[src/rtl/ym3438_bus_master_if.sv]
// Request and chip-bus signals between the YM3438 bus master and its
// surroundings.
interface ym3438_bus_master_if;
    logic       req_valid;
    logic       req_ready;
    logic       req_bank;
    logic [7:0] req_reg;
    logic [7:0] req_data;
    logic       CS;
    logic       WR;
    logic       RD;
    logic [1:0] address;
    logic [7:0] data_o;
    logic       data_oe;
    logic [7:0] data_i;
    logic       done;
    logic       timeout;

    modport master (
        input  req_valid, req_bank, req_reg, req_data, data_i,
        output req_ready, CS, WR, RD, address, data_o, data_oe, done, timeout
    );

    modport slave (
        output req_valid, req_bank, req_reg, req_data, data_i,
        input  req_ready, CS, WR, RD, address, data_o, data_oe, done, timeout
    );
endinterface

[src/rtl/ym3438_bus_master.sv]
// YM3438 register-write bus master: address phase (skipped on a cache hit),
// data phase, then busy polling until clear or timeout. All outputs registered.
module ym3438_bus_master #(
    parameter int unsigned T_SU     = 1,
    parameter int unsigned T_WR     = 4,
    parameter int unsigned T_GAP    = 2,
    parameter int unsigned T_RD     = 3,
    parameter int unsigned POLL_MAX = 255
) (
    input logic                 MCLK,
    input logic                 IC,
    ym3438_bus_master_if.master bus
);
    // Zero-length phases are stretched to one cycle.
    localparam int unsigned TSu     = (T_SU == 0) ? 1 : T_SU;
    localparam int unsigned TWr     = (T_WR == 0) ? 1 : T_WR;
    localparam int unsigned TGap    = (T_GAP == 0) ? 1 : T_GAP;
    localparam int unsigned TRd     = (T_RD == 0) ? 1 : T_RD;
    localparam int unsigned TMaxA   = (TSu > TWr) ? TSu : TWr;
    localparam int unsigned TMaxB   = (TGap > TRd) ? TGap : TRd;
    localparam int unsigned TMax    = (TMaxA > TMaxB) ? TMaxA : TMaxB;
    localparam int unsigned CntW    = (TMax > 1) ? $clog2(TMax) : 1;
    localparam int unsigned PollMax = (POLL_MAX == 0) ? 1 : POLL_MAX;
    localparam int unsigned PollW   = $clog2(PollMax + 1);

    typedef enum logic [3:0] {
        StIdle, StASu, StAWr, StAGap, StDSu, StDWr, StDGap, StPRd, StPGap
    } state_e;

    state_e             state_q, state_d;
    logic [CntW-1:0]    cnt_q, cnt_d;
    logic [PollW-1:0]   poll_q, poll_d;
    logic               busy_q, busy_d;
    logic               bank_q, bank_d;
    logic [7:0]         regnum_q, regnum_d;
    logic [7:0]         data_q, data_d;
    logic               cache_valid_q, cache_valid_d;
    logic [8:0]         cache_q, cache_d;
    logic               ready_q, ready_d;
    logic               cs_q, cs_d, wr_q, wr_d, rd_q, rd_d;
    logic [1:0]         addr_q, addr_d;
    logic [7:0]         dout_q, dout_d;
    logic               oe_q, oe_d;
    logic               done_q, done_d;
    logic               tmo_q, tmo_d;
    logic               phase_end;

    // Counter reload value (length - 1) for the phase being entered.
    function automatic logic [CntW-1:0] phase_len(state_e s);
        case (s)
            StASu, StDSu:   return CntW'(TSu - 1);
            StAWr, StDWr:   return CntW'(TWr - 1);
            StAGap, StDGap: return CntW'(TGap - 1);
            StPRd:          return CntW'(TRd - 1);
            default:        return '0;
        endcase
    endfunction

    assign phase_end = (cnt_q == '0);

    // Next state, request latch, address cache and poll bookkeeping.
    always_comb begin
        state_d       = state_q;
        poll_d        = poll_q;
        busy_d        = busy_q;
        bank_d        = bank_q;
        regnum_d      = regnum_q;
        data_d        = data_q;
        cache_valid_d = cache_valid_q;
        cache_d       = cache_q;
        done_d        = 1'b0;
        tmo_d         = 1'b0;
        case (state_q)
            StIdle: begin
                if (bus.req_valid && ready_q) begin
                    bank_d   = bus.req_bank;
                    regnum_d = bus.req_reg;
                    data_d   = bus.req_data;
                    state_d  = (cache_valid_q && cache_q == {bus.req_bank, bus.req_reg})
                               ? StDSu : StASu;
                end
            end
            StASu:  if (phase_end) state_d = StAWr;
            StAWr:  if (phase_end) state_d = StAGap;
            StAGap: if (phase_end) state_d = StDSu;
            StDSu:  if (phase_end) state_d = StDWr;
            StDWr:  if (phase_end) state_d = StDGap;
            StDGap: begin
                if (phase_end) begin
                    cache_d       = {bank_q, regnum_q};
                    cache_valid_d = 1'b1;
                    poll_d        = '0;
                    state_d       = StPRd;
                end
            end
            StPRd: begin
                if (phase_end) begin
                    busy_d  = bus.data_i[7];
                    state_d = StPGap;
                end
            end
            StPGap: begin
                if (!busy_q) begin
                    done_d  = 1'b1;
                    state_d = StIdle;
                end else begin
                    poll_d = poll_q + 1'b1;
                    if (poll_d == PollW'(PollMax)) begin
                        tmo_d         = 1'b1;
                        cache_valid_d = 1'b0;
                        state_d       = StIdle;
                    end else begin
                        state_d = StPRd;
                    end
                end
            end
            default: state_d = StIdle;
        endcase

        if (state_d != state_q) begin
            cnt_d = phase_len(state_d);
        end else if (cnt_q != '0) begin
            cnt_d = cnt_q - 1'b1;
        end else begin
            cnt_d = cnt_q;
        end
    end

    // Bus outputs decoded from the next state so they register in step with it.
    always_comb begin
        cs_d   = 1'b1;
        wr_d   = 1'b1;
        rd_d   = 1'b1;
        addr_d = addr_q;
        dout_d = dout_q;
        oe_d   = 1'b0;
        // Ready stays low in the pulse cycle so done/timeout never coincide with its rise.
        ready_d = (state_d == StIdle) && !done_d && !tmo_d;
        case (state_d)
            StASu, StAWr: begin
                cs_d   = 1'b0;
                wr_d   = (state_d != StAWr);
                addr_d = {bank_d, 1'b0};
                dout_d = regnum_d;
                oe_d   = 1'b1;
            end
            StDSu, StDWr: begin
                cs_d   = 1'b0;
                wr_d   = (state_d != StDWr);
                addr_d = {bank_d, 1'b1};
                dout_d = data_d;
                oe_d   = 1'b1;
            end
            StAGap, StDGap: oe_d = 1'b1;
            StPRd: begin
                cs_d   = 1'b0;
                rd_d   = 1'b0;
                addr_d = 2'b00;
            end
            default: ;
        endcase
    end

    // State and output registers; IC drops every strobe immediately.
    always_ff @(posedge MCLK or negedge IC) begin
        if (!IC) begin
            state_q       <= StIdle;
            cnt_q         <= '0;
            poll_q        <= '0;
            busy_q        <= 1'b0;
            bank_q        <= 1'b0;
            regnum_q      <= '0;
            data_q        <= '0;
            cache_valid_q <= 1'b0;
            cache_q       <= '0;
            ready_q       <= 1'b0;
            cs_q          <= 1'b1;
            wr_q          <= 1'b1;
            rd_q          <= 1'b1;
            addr_q        <= '0;
            dout_q        <= '0;
            oe_q          <= 1'b0;
            done_q        <= 1'b0;
            tmo_q         <= 1'b0;
        end else begin
            state_q       <= state_d;
            cnt_q         <= cnt_d;
            poll_q        <= poll_d;
            busy_q        <= busy_d;
            bank_q        <= bank_d;
            regnum_q      <= regnum_d;
            data_q        <= data_d;
            cache_valid_q <= cache_valid_d;
            cache_q       <= cache_d;
            ready_q       <= ready_d;
            cs_q          <= cs_d;
            wr_q          <= wr_d;
            rd_q          <= rd_d;
            addr_q        <= addr_d;
            dout_q        <= dout_d;
            oe_q          <= oe_d;
            done_q        <= done_d;
            tmo_q         <= tmo_d;
        end
    end

    assign bus.req_ready = ready_q;
    assign bus.CS        = cs_q;
    assign bus.WR        = wr_q;
    assign bus.RD        = rd_q;
    assign bus.address   = addr_q;
    assign bus.data_o    = dout_q;
    assign bus.data_oe   = oe_q;
    assign bus.done      = done_q;
    assign bus.timeout   = tmo_q;
endmodule

[src/flat_wrapper.sv]
// flat-port wrapper written by rule: the top's interface ports become plain ports
module ym3438_bus_master_flat 
#(
    parameter int unsigned T_SU     = 1,
    parameter int unsigned T_WR     = 4,
    parameter int unsigned T_GAP    = 2,
    parameter int unsigned T_RD     = 3,
    parameter int unsigned POLL_MAX = 255
)
  (MCLK, IC, bus_req_valid, bus_req_bank, bus_req_reg, bus_req_data, bus_data_i, bus_req_ready, bus_CS, bus_WR, bus_RD, bus_address, bus_data_o, bus_data_oe, bus_done, bus_timeout);
  ym3438_bus_master_if bus_i ();
  input logic MCLK;
  input logic IC;
  input wire logic [$bits(bus_i.req_valid)-1:0] bus_req_valid;
  input wire logic [$bits(bus_i.req_bank)-1:0] bus_req_bank;
  input wire logic [$bits(bus_i.req_reg)-1:0] bus_req_reg;
  input wire logic [$bits(bus_i.req_data)-1:0] bus_req_data;
  input wire logic [$bits(bus_i.data_i)-1:0] bus_data_i;
  output wire logic [$bits(bus_i.req_ready)-1:0] bus_req_ready;
  output wire logic [$bits(bus_i.CS)-1:0] bus_CS;
  output wire logic [$bits(bus_i.WR)-1:0] bus_WR;
  output wire logic [$bits(bus_i.RD)-1:0] bus_RD;
  output wire logic [$bits(bus_i.address)-1:0] bus_address;
  output wire logic [$bits(bus_i.data_o)-1:0] bus_data_o;
  output wire logic [$bits(bus_i.data_oe)-1:0] bus_data_oe;
  output wire logic [$bits(bus_i.done)-1:0] bus_done;
  output wire logic [$bits(bus_i.timeout)-1:0] bus_timeout;
  assign bus_i.req_valid = bus_req_valid;
  assign bus_i.req_bank = bus_req_bank;
  assign bus_i.req_reg = bus_req_reg;
  assign bus_i.req_data = bus_req_data;
  assign bus_i.data_i = bus_data_i;
  assign bus_req_ready = bus_i.req_ready;
  assign bus_CS = bus_i.CS;
  assign bus_WR = bus_i.WR;
  assign bus_RD = bus_i.RD;
  assign bus_address = bus_i.address;
  assign bus_data_o = bus_i.data_o;
  assign bus_data_oe = bus_i.data_oe;
  assign bus_done = bus_i.done;
  assign bus_timeout = bus_i.timeout;
  ym3438_bus_master #(.T_SU(T_SU), .T_WR(T_WR), .T_GAP(T_GAP), .T_RD(T_RD), .POLL_MAX(POLL_MAX)) u_core (.MCLK(MCLK), .IC(IC), .bus(bus_i));
endmodule
[config.mk]
export PLATFORM = sky130hd
export DESIGN_NAME = ym3438_bus_master_flat
export DESIGN_NICKNAME = d
export VERILOG_FILES = /design/src/rtl/ym3438_bus_master_if.sv /design/src/rtl/ym3438_bus_master.sv /design/src/flat_wrapper.sv
export SDC_FILE = /design/constraint.sdc
export NUM_CORES = 1
export LEC_CHECK = 0
export BUFFER_PORTS_ARGS = -buffer_cell sky130_fd_sc_hd__buf_2
export CORE_MARGIN = 2
export CORE_UTILIZATION = 47
export DETAILED_ROUTE_END_ITERATION = 16
export PLACE_DENSITY = 0.68
export SYNTH_ARGS = -nofsm -noshare
export SYNTH_HDL_FRONTEND = slang
export SYNTH_SLANG_ARGS = --single-unit
export TNS_END_PERCENT = 50
[constraint.sdc]
create_clock -name MCLK -period 4.63 [get_ports MCLK]
set_clock_uncertainty 0.2 [all_clocks]
set_input_delay 0.2315 -clock MCLK [delete_from_list [all_inputs] [get_ports MCLK]]
set_output_delay 0.2315 -clock MCLK [all_outputs]
set_load 0.03 [all_outputs]
### After elaboration in Yosys (flattened, before gate mapping)

Index checks and enable logic that the tools add are counted.

| operators by class | value |
|---|---|
| add/sub/neg operators | 2 |
| equal/unequal tests | 23 |
| mux-type cells | 39 |
| reduce and logical (&&, ||, !) cells | 24 |

Operators by type and width:

| kind | number |
|---|---|
| two-way mux 8 bit | 6 |
| two-way mux 4 bit | 9 |
| case mux 4 bit (9 select lines) | 1 |
| == test 4 x 3 -> 1 bit, second input constant | 8 |
| case mux 8 bit (2 select lines) | 2 |
| == test 4 x 2 -> 1 bit, second input constant | 4 |
| two-way mux 1 bit | 13 |
| case mux 2 bit (3 select lines) | 2 |
| == test 9 bit | 1 |
| adder 8 x 1 -> 8 bit, second input constant | 1 |
| == test 4 x 1 -> 1 bit, second input constant | 2 |
| == test 8 bit, second input constant | 1 |
| logical NOT 4 bit | 2 |
| nonzero test 2 bit | 4 |
| OR reduction 2 bit | 4 |
| two-way mux 3 bit | 2 |
| inequality test 2 x 1 -> 1 bit, second input constant | 3 |
| OR reduction 6 bit | 1 |
| OR reduction 5 bit | 1 |
| == test 4 bit, second input constant | 1 |
| logical AND 1 bit | 4 |
| two-way mux 2 bit | 2 |
| inequality test 4 x 2 -> 1 bit, second input constant | 1 |
| inequality test 4 x 3 -> 1 bit, second input constant | 1 |
| other kinds (9) | 12 |

| storage, ports and cells | value |
|---|---|
| register bits | 59 |
| bits of input ports | 28 |
| output and inout bits | 17 |
| word-level logic and storage cells | 106 |

### Longest topological paths before layout

Gate-level depths: netlist of run 1.

| depth | value |
|---|---|
| word-level depth | 9 |
| depth in mapped cells | 10 |
| mapped depth without buffers | 9 |

### Worst setup path after synthesis of run 1

OpenSTA, ideal clock, no wires.

| timing | value |
|---|---|
| path type | reg-to-reg |
| from | reg u_core.cnt_q[0] |
| to | reg u_core.dout_q[0], in the netlist u_core.bus.data_o[0] |
| setup time | 0.126 ns |
| arrival time | 2.167 ns |
| data required time | 4.304 ns |
| setup slack | 2.137 ns |
| cell stages (with the launch flop) | 11 |
| buffers on the path | 2 |
| clock period less this slack | 2.493 ns |
| cells stage by stage | dfrtp_1 inv_1 ha_1 nand2_2 xor2_1 or2_2 buf_2 and3_4 or2_1 buf_6 a221o_1 |

| between the ends | value |
|---|---|
| cells in the longest elaborated chain, start to end | 6 |
| elaborated cells between the ends (all ways) | 17 |
| those cells by class | eq/ne: 4; mux: 9; reduce/logical: 4 |

RTL lines:

| what | line | source |
|---|---|---|
| start: declaration | ym3438_bus_master.sv:31 | `logic [CntW-1:0] cnt_q, cnt_d;` |
| start signal: assignment | ym3438_bus_master.sv:187 | `cnt_q <= cnt_d;` |
| logical NOT 2 bit (*) | ym3438_bus_master.sv:59 | `assign phase_end = (cnt_q == '0);` |
| two-way mux 4 bit (tied with other cells) | ym3438_bus_master.sv:97 | `if (phase_end) begin` |
| case mux 4 bit (9 select lines) (*) | ym3438_bus_master.sv:73 | `case (state_q)` |
| == test 4 x 3 -> 1 bit (tied with other cells) | ym3438_bus_master.sv:139 | `case (state_d)` |
| OR reduction 2 bit | ym3438_bus_master.sv:139 |  |
| case mux 8 bit (2 select lines) / nonzero test 2 bit (equally long branches) | -- |  |
| end signal: assignment | ym3438_bus_master.sv:200 | `dout_q <= dout_d;` |
| end: declaration | ym3438_bus_master.sv:42 | `logic [7:0] dout_q, dout_d;` |

Mark *: on every way between the ends. The rest lies on a longest branch, timed or not.
A chain may end at the register's enable or synchronous reset.

### Worst setup path in the final report of run 1

| timing | value |
|---|---|
| from | in bus_req_reg[3] |
| to | reg u_core.dout_q[2], in the netlist u_core.bus.data_o[2] |

| between the ends | value |
|---|---|
| cells in the longest elaborated chain, start to end | 8 |
| elaborated cells between the ends (all ways) | 13 |
| those cells by class | eq/ne: 5; mux: 4; reduce/logical: 4 |

RTL lines:

| what | line | source |
|---|---|---|
| start: declaration | flat_wrapper.sv:16 | `input wire logic [$bits(bus_i.req_reg)-1:0] bus_req_reg;` |
| == test 9 bit (*) | ym3438_bus_master.sv:79 | `state_d = (cache_valid_q && cache_q == {bus.req_bank, bus.req_reg})` |
| logical AND 1 bit (*) | ym3438_bus_master.sv:79 |  |
| two-way mux 3 bit (*) | ym3438_bus_master.sv:80 | `? StDSu : StASu;` |
| two-way mux 4 bit (*) | ym3438_bus_master.sv:75 | `if (bus.req_valid && ready_q) begin` |
| case mux 4 bit (9 select lines) (*) | ym3438_bus_master.sv:73 |  |
| == test 4 x 3 -> 1 bit (tied with other cells) | ym3438_bus_master.sv:139 |  |
| OR reduction 2 bit | ym3438_bus_master.sv:139 |  |
| case mux 8 bit (2 select lines) / nonzero test 2 bit (equally long branches) | -- |  |

Marks and branches as above.

==> results of run 1 <==
-- cell families (layout without fill, tap and decap cells) --
kind of cell	count (synthesis)	count (layout)	synth area share [%]
simple gates	70	70	15.3
compound gates	49	49	12.0
flops	59	59	52.1
fa+ha+maj	3	3	1.32
mux	30	30	11.8
xor+xnor	14	14	4.31
buf+inv	21	83	3.21
-- sequential cells by signal, indices dropped and copies added, names as in the netlist, 2 cells and up --
signal              cells
u_core.bus.address      2
u_core.cnt_q            2
u_core.data_q           8
u_core.regnum_q         8
u_core.poll_q           8
u_core.state_q          4
u_core.cache_q          9
u_core.bus.data_o       8
-- where the power goes --
group          internal, mW  switching, mW  leakage [nW]
Clock                 0.317          0.218         0.108
Combinational         0.394          0.546         0.789
Sequential            0.687          0.105         0.763
Total                  1.40          0.868          1.66
-- final cells by class --
type	instances	area (um^2)
clock buffers	10	138
clock inverters	6	88.8
fillers	501	2390
inverters	10	37.5
multi-input cells	166	1270
flip-flops and latches	59	1480
well taps	75	93.8
repair buffers	57	383
-- metrics by stage --
stage                     cell area, um^2  total power, mW  instances  setup WS (ps)
after detailed placement             3080             1.74        348           1790
after CTS                            3490             2.29        383           1760
final                                3490             2.27        383           1790
after floorplan                      2840             1.54        246           2140
after global placement               3080             1.72        348           1820
after global routing                 3490             2.43        383           1600
-- per-layer routing --
metal	share of wire, %	vias to the layer above	track usage (%)	wire length, um
li1	-	997	-	-
met1	48	977	27.0	2770
met4	1.7	0	9.00	97
met3	4.0	8	3.96	232
met2	46	40	30.9	2680
met5	0	-	0	0
-- cell usage after synthesis (all sizes together) (4+ instances only) --
cell | instances | area [um^2]
dfrtp | 56 | 1400
mux2 | 28 | 315
o21ai | 17 | 85.1
nor2 | 13 | 51.3
nand2 | 12 | 47.6
a21oi | 11 | 58.8
inv | 10 | 37.5
a221o | 8 | 80.1
nor2b | 8 | 50.1
nor3 | 8 | 72.6
buf | 7 | 38.8
nand3 | 7 | 35.0
xnor2 | 7 | 61.3
xor2 | 7 | 61.3
clkbuf | 4 | 15.0
o31ai | 4 | 43.8
-- final timing paths --
kind,endpoint,from,slack (ps)
max,u_core.bus.data_o[2],bus_req_reg[3],1790
min,u_core.bus.done,u_core.busy_q,260
max reg2reg,u_core.bus.data_o[2],u_core.state_q[0],1800
min reg2reg,u_core.bus.done,u_core.busy_q,260
max in group asynchronous,u_core.state_q[3],IC,3360
min in group asynchronous,u_core.poll_q[3],IC,370
-- worst max-delay path, stage by stage --
cell,delay (ps)
dlygate4sd3_1,530
buf_2,140
xnor2_1,170
nand4_1,160
or4_1,420
o21a_2,270
and3_4,180
or2_1,350
a221o_1,400
==> impl_results.md, run 1 <==
* Status: completed
* # nets final at 334
* Worst setup SP type: primary input
* Setup TNS at 0 ps
* Layout cell share with drive strength beyond 1 at 32.1%
* Final Util at 59.3%
* Worst hold path depth at 1
* Die area at 0.00669 mm^2
* Clk_lat worst skew at 340 ps
* CTS H-tree lvls at 3
* TritonRoute pass-1 iters at 4
* Synth Register Bits at 59
* Max Buffers Root-to-Sink at 2
* CTS resizes at 0
* Register area share after synthesis at 52.1%
* Final max-slew violation count at 0
* Hold WS at 260 ps
* Num Clock Sinks at 59
* Setup bufs post-CTS at 0
* Via-per-instance ratio at 5.28
* Top_reg_cell synth: dfrtp_1
* Vias in the first global route at 2030
* Reg2reg path depth at 7
* Most frequent cells in the layout: dfrtp_1, buf_2, mux2_2
* Antenna diode count at 0
* Die width at 81.8 um
* EDFF count, synth at 0
* Finish-stage setup viols at 0
* Crit path kind: primary input to flop
* RSZ-0062 raised after global routing: no
* PortBufs at 37
* Initial core utilization at 48.3%
* CP Data Required Time at 4650 ps
* Clock slew at reported path FFs at 70 ps
* Async SR Flop Fraction at 100%
* Clk root buf: clkbuf_8
* Mapped Avg Cell Area at 11.6 um^2
* Post-DR wirelength/cell at 15.1 um
* PD cells at 649 mW/mm^2
* Num CTS Buffers at 9
* Measured slew at the worst slew-check pin at 755 ps
* Final Hold Viols at 0
* Maxcap violations at 0
* Leak at 1.66 nW
* CTS tree: built
* RePlAce Congestion at 0.800
* Io pins at 45
* DRT Wirelength at 5780 um
* Post-Syn Instances at 246
* Largest net degree at the start of global routing at 60
* F_max at 0.353 GHz
* Crit end category: flop
* Initial antenna violation count at 0
* Final Cycle Share at 61.3%
* Dpl hpwl at 3800 um
* First DRT Iteration DRCs at 132
* Global-route wire length before repair at 9880 um
* Rows at 28
* Core area at 0.00589 mm^2
* Yosys warns at 0
* Grt ovf at 0
* Most common cell after layout, fill and taps aside: dfrtp_1
* Mapped cell area at 0.00284 mm^2
* Hold/Removal Path Class: flop to flop
* Worst endpoint data arrival time at 2860 ps
* Area Growth Syn to Fin at 22.8%
* DRC viols at 0
* Hold buffer count at CTS at 19
* Crit path max fanout at 9
* Tmin final at 2840 ps
* Die Ht at 81.8 um
* Total GRT Usage at 19.9%
* Max rail drop VDD at 0.417 mV
* Slew headroom at 49.7%
* Via Count at 2022
* Post-synth cell types at 50
* Antenna viol nets, final at 0
* Synth Net Count at 277
(Power assumes the default switching activity.)
==> inputs of run 2 (changes only) <==
--- a/config.mk
+++ b/config.mk
@@ -9,7 +9,7 @@
 export CORE_MARGIN = 2
 export CORE_UTILIZATION = 47
 export DETAILED_ROUTE_END_ITERATION = 16
-export PLACE_DENSITY = 0.68
+export PLACE_DENSITY = 0.71
 export SYNTH_ARGS = -nofsm -noshare
 export SYNTH_HDL_FRONTEND = slang
 export SYNTH_SLANG_ARGS = --single-unit
==> constraint.sdc (replaced) <==
create_clock -name MCLK -period 2.34 [get_ports MCLK]
set_clock_uncertainty 0.2 [all_clocks]
set_input_delay 0.117 -clock MCLK [delete_from_list [all_inputs] [get_ports MCLK]]
set_output_delay 0.117 -clock MCLK [all_outputs]
set_load 0.03 [all_outputs]
==> run 2 against run 1 <==
Effect of this change:
- the run now ends with setup timing left
- combinational power rose to 2.6 times the previous value
- wire length rose by 9.1%
- worst hold slack got worse by 180 ps
- clock power rose by 84%
- total power rose by 120%
- non-clock buffer count rose by 38
- setup slack got worse by 1900 ps
- global-route usage rose by 0.60 points
- count of clock-buffer cells in the layout rose by 1
- register-to-register slack got worse by 1900 ps
- highest routed layer unchanged
==> impl_results.md, run 2 (synthesized netlist as in run 1, its figures left out) <==
* Status: complete, but fails checks
* Failing checks: setup timing
* Reg-to-Reg Start: u_core.cache_q[5]
* Tmin final at 2410 ps
* Post-DR wirelength/cell at 15.0 um (-0.78%)
* RePlAce Congestion at 0.806 (+0.71%)
* Reg2reg path depth at 7 (unchanged)
* Largest net degree at the start of global routing at 39 (-35%)
* Dpl hpwl at 4340 um (+14%)
* Most frequent cells in the layout: dfrtp_1, buf_2, buf_4
* Worst endpoint data arrival time at 2430 ps (-430 ps)
* R2R Setup Slk at -70 ps (-1870 ps)
* Leak at 1.88 nW (+13%)
* Worst setup SP type: flop
* DRC viols at 0 (unchanged)
* CTS tree: built
* Die width at 81.8 um (unchanged)
* Final Cycle Share at 103%
* Maxcap violations at 0 (unchanged)
* Worst setup endpoint: u_core.bus.data_o[3]
* Antenna viol nets, final at 0 (unchanged)
* Inst Count DP at 383 (+10%)
* TritonRoute pass-1 iters at 4 (unchanged)
* Via Count at 2206 (+9.1%)
* Setup TNS at -470 ps (-470 ps)
* PD cells at 1280 mW/mm^2 (+98%)
* Max Buffers Root-to-Sink at 2 (unchanged)
* Final Hold Viols at 0 (unchanged)
* Num CTS Buffers at 9 (unchanged)
* Layout cell share with drive strength beyond 1 at 46.2% (+14 points)
* Die area at 0.00669 mm^2 (unchanged)
* Finish-stage setup viols at 9 (+9)
* Final Cell Area at 0.00390 mm^2 (+12%)
* Core area at 0.00589 mm^2 (unchanged)
* Antenna diode count at 0 (unchanged)
* Final max-slew violation count at 0 (unchanged)
* Total GRT Usage at 20.5% (+0.60 points)
* Global-route wire length before repair at 10200 um (+3.6%)
* Clock slew at reported path FFs at 70 ps (about the same)
* Initial core utilization at 48.3% (unchanged)
* Largest register by flop count: u_core.cache_q
* Die Ht at 81.8 um (unchanged)
* PortBufs at 37 (unchanged)
* Via-per-instance ratio at 5.24 (-0.75%)
* CP cell instances: xnor2_1, nand4_1, or4_1, o21a_2, and3_4, or2_4, a221o_1
* Rows at 28 (unchanged)
* RSZ-0062 raised after global routing: yes
* Reg2reg end: u_core.bus.data_o[3]
* Crit path kind: flop to flop
* Clk_lat worst skew at 340 ps (about the same)
* DRT Wirelength at 6300 um (+9.1%)
* Slew headroom at 66.1% (+16 points)
* Crit path max fanout at 7 (-2)
* Area Growth Syn to Fin at 37.2%
* Placed cell areas at 0.00336 mm^2 (+9.4%)
* # nets final at 372 (+11%)
* Num Clock Sinks at 59 (unchanged)
* Initial antenna violation count at 0 (unchanged)
* WP buf/inv at 0 (-2)
* Crit path largest cell delay at 410 ps (-120 ps)
* CP Data Required Time at 2360 ps (-2290 ps)
* Measured slew at the worst slew-check pin at 508 ps (-247 ps)
* Max rail drop VDD at 0.837 mV (+100%)
* Worst setup path start: u_core.cache_q[5]
* Hold/Removal Path Class: primary input to asynchronous set/reset pin
* Largest register FFs at 9 (unchanged)
* Crit end category: flop
* Grt ovf at 0 (unchanged)
* Final setup margin at -74.2 ps (-1870 ps)
* Vias in the first global route at 2256 (+11%)
* Power Total at 5.01 mW (+120%)
* CP top delay family: simple AND/OR/NAND/NOR gates
* F_max at 0.414 GHz
* First DRT Iteration DRCs at 97 (-27%)
* Final Non-Filler Cells at 421 (+9.9%)
* Clk root buf: clkbuf_8
* Most common cell after layout, fill and taps aside: dfrtp_1
* Crit-path slowest cell: or4_1
* WP depth at 7 (-2)
* Io pins at 45 (unchanged)
* CTS H-tree lvls at 3 (unchanged)
## run 2: changes by cell type in the layout (fill, tap and decap cells not counted), moves of 3 or more
cell,previous run,this run
xnor2_1,7,4
ha_1,3,0
buf_4,1,36
xnor2_2,0,3
## run 2: final cells by class
cell class,count,area (um^2)
Fill cell,460,1980
Sequential cell,59,1480
Multi-Input combinational cell,166,1390
Timing Repair Buffer,95,688
Clock buffer,11,131
Tap cell,75,93.8
Clock inverter,5,77.6
Inverter,10,37.5
## run 2: worst min path at each step
| stage | startpoint | end |
|---|---|---|
| 4_1_cts | bus_req_reg[3] | u_core.regnum_q[3] |
| 3_3_place_gp | IC | u_core.poll_q[4] |
| 6_report | IC | u_core.poll_q[4] |
| 2_1_floorplan | IC | u_core.bank_q |
| 3_5_place_dp | IC | u_core.poll_q[4] |
| 5_1_grt | IC | u_core.poll_q[4] |
## run 2: routing by layer
layer  up-vias  share of wire, %  GRT usage, %
met5         -                 0             0
met4         0               1.6          7.17
met3         9               4.5          6.92
met2        46                50          33.6
met1      1086                44          25.4
li1       1065                 -             -
## run 2: what timing repair did
action / CTS / global route
hold endpoints to repair: 82 / 1
pin swaps: 7 / 10
hold buffers: 18 / 1
resized for setup: 13 / 16
endpoints found under the setup margin: 12 / 15
buffers inserted: 2 / 2
## run 2: power by group
group,switching [mW],internal (mW),total [mW]
Clock,0.388,0.596,0.985
Combinational,1.27,1.20,2.47
Sequential,0.189,1.36,1.55
## run 2: metrics by stage
step                setup WS (ps)  hold slack, ps  utilization (%)
detailed placement           -189           -83.7             57.1
CTS                         -89.0            -142             64.8
global placement             -101           -87.2             57.1
finish                      -74.2            77.4             66.3
floorplan                   -58.8            -379                -
global route                 -175             132             66.3
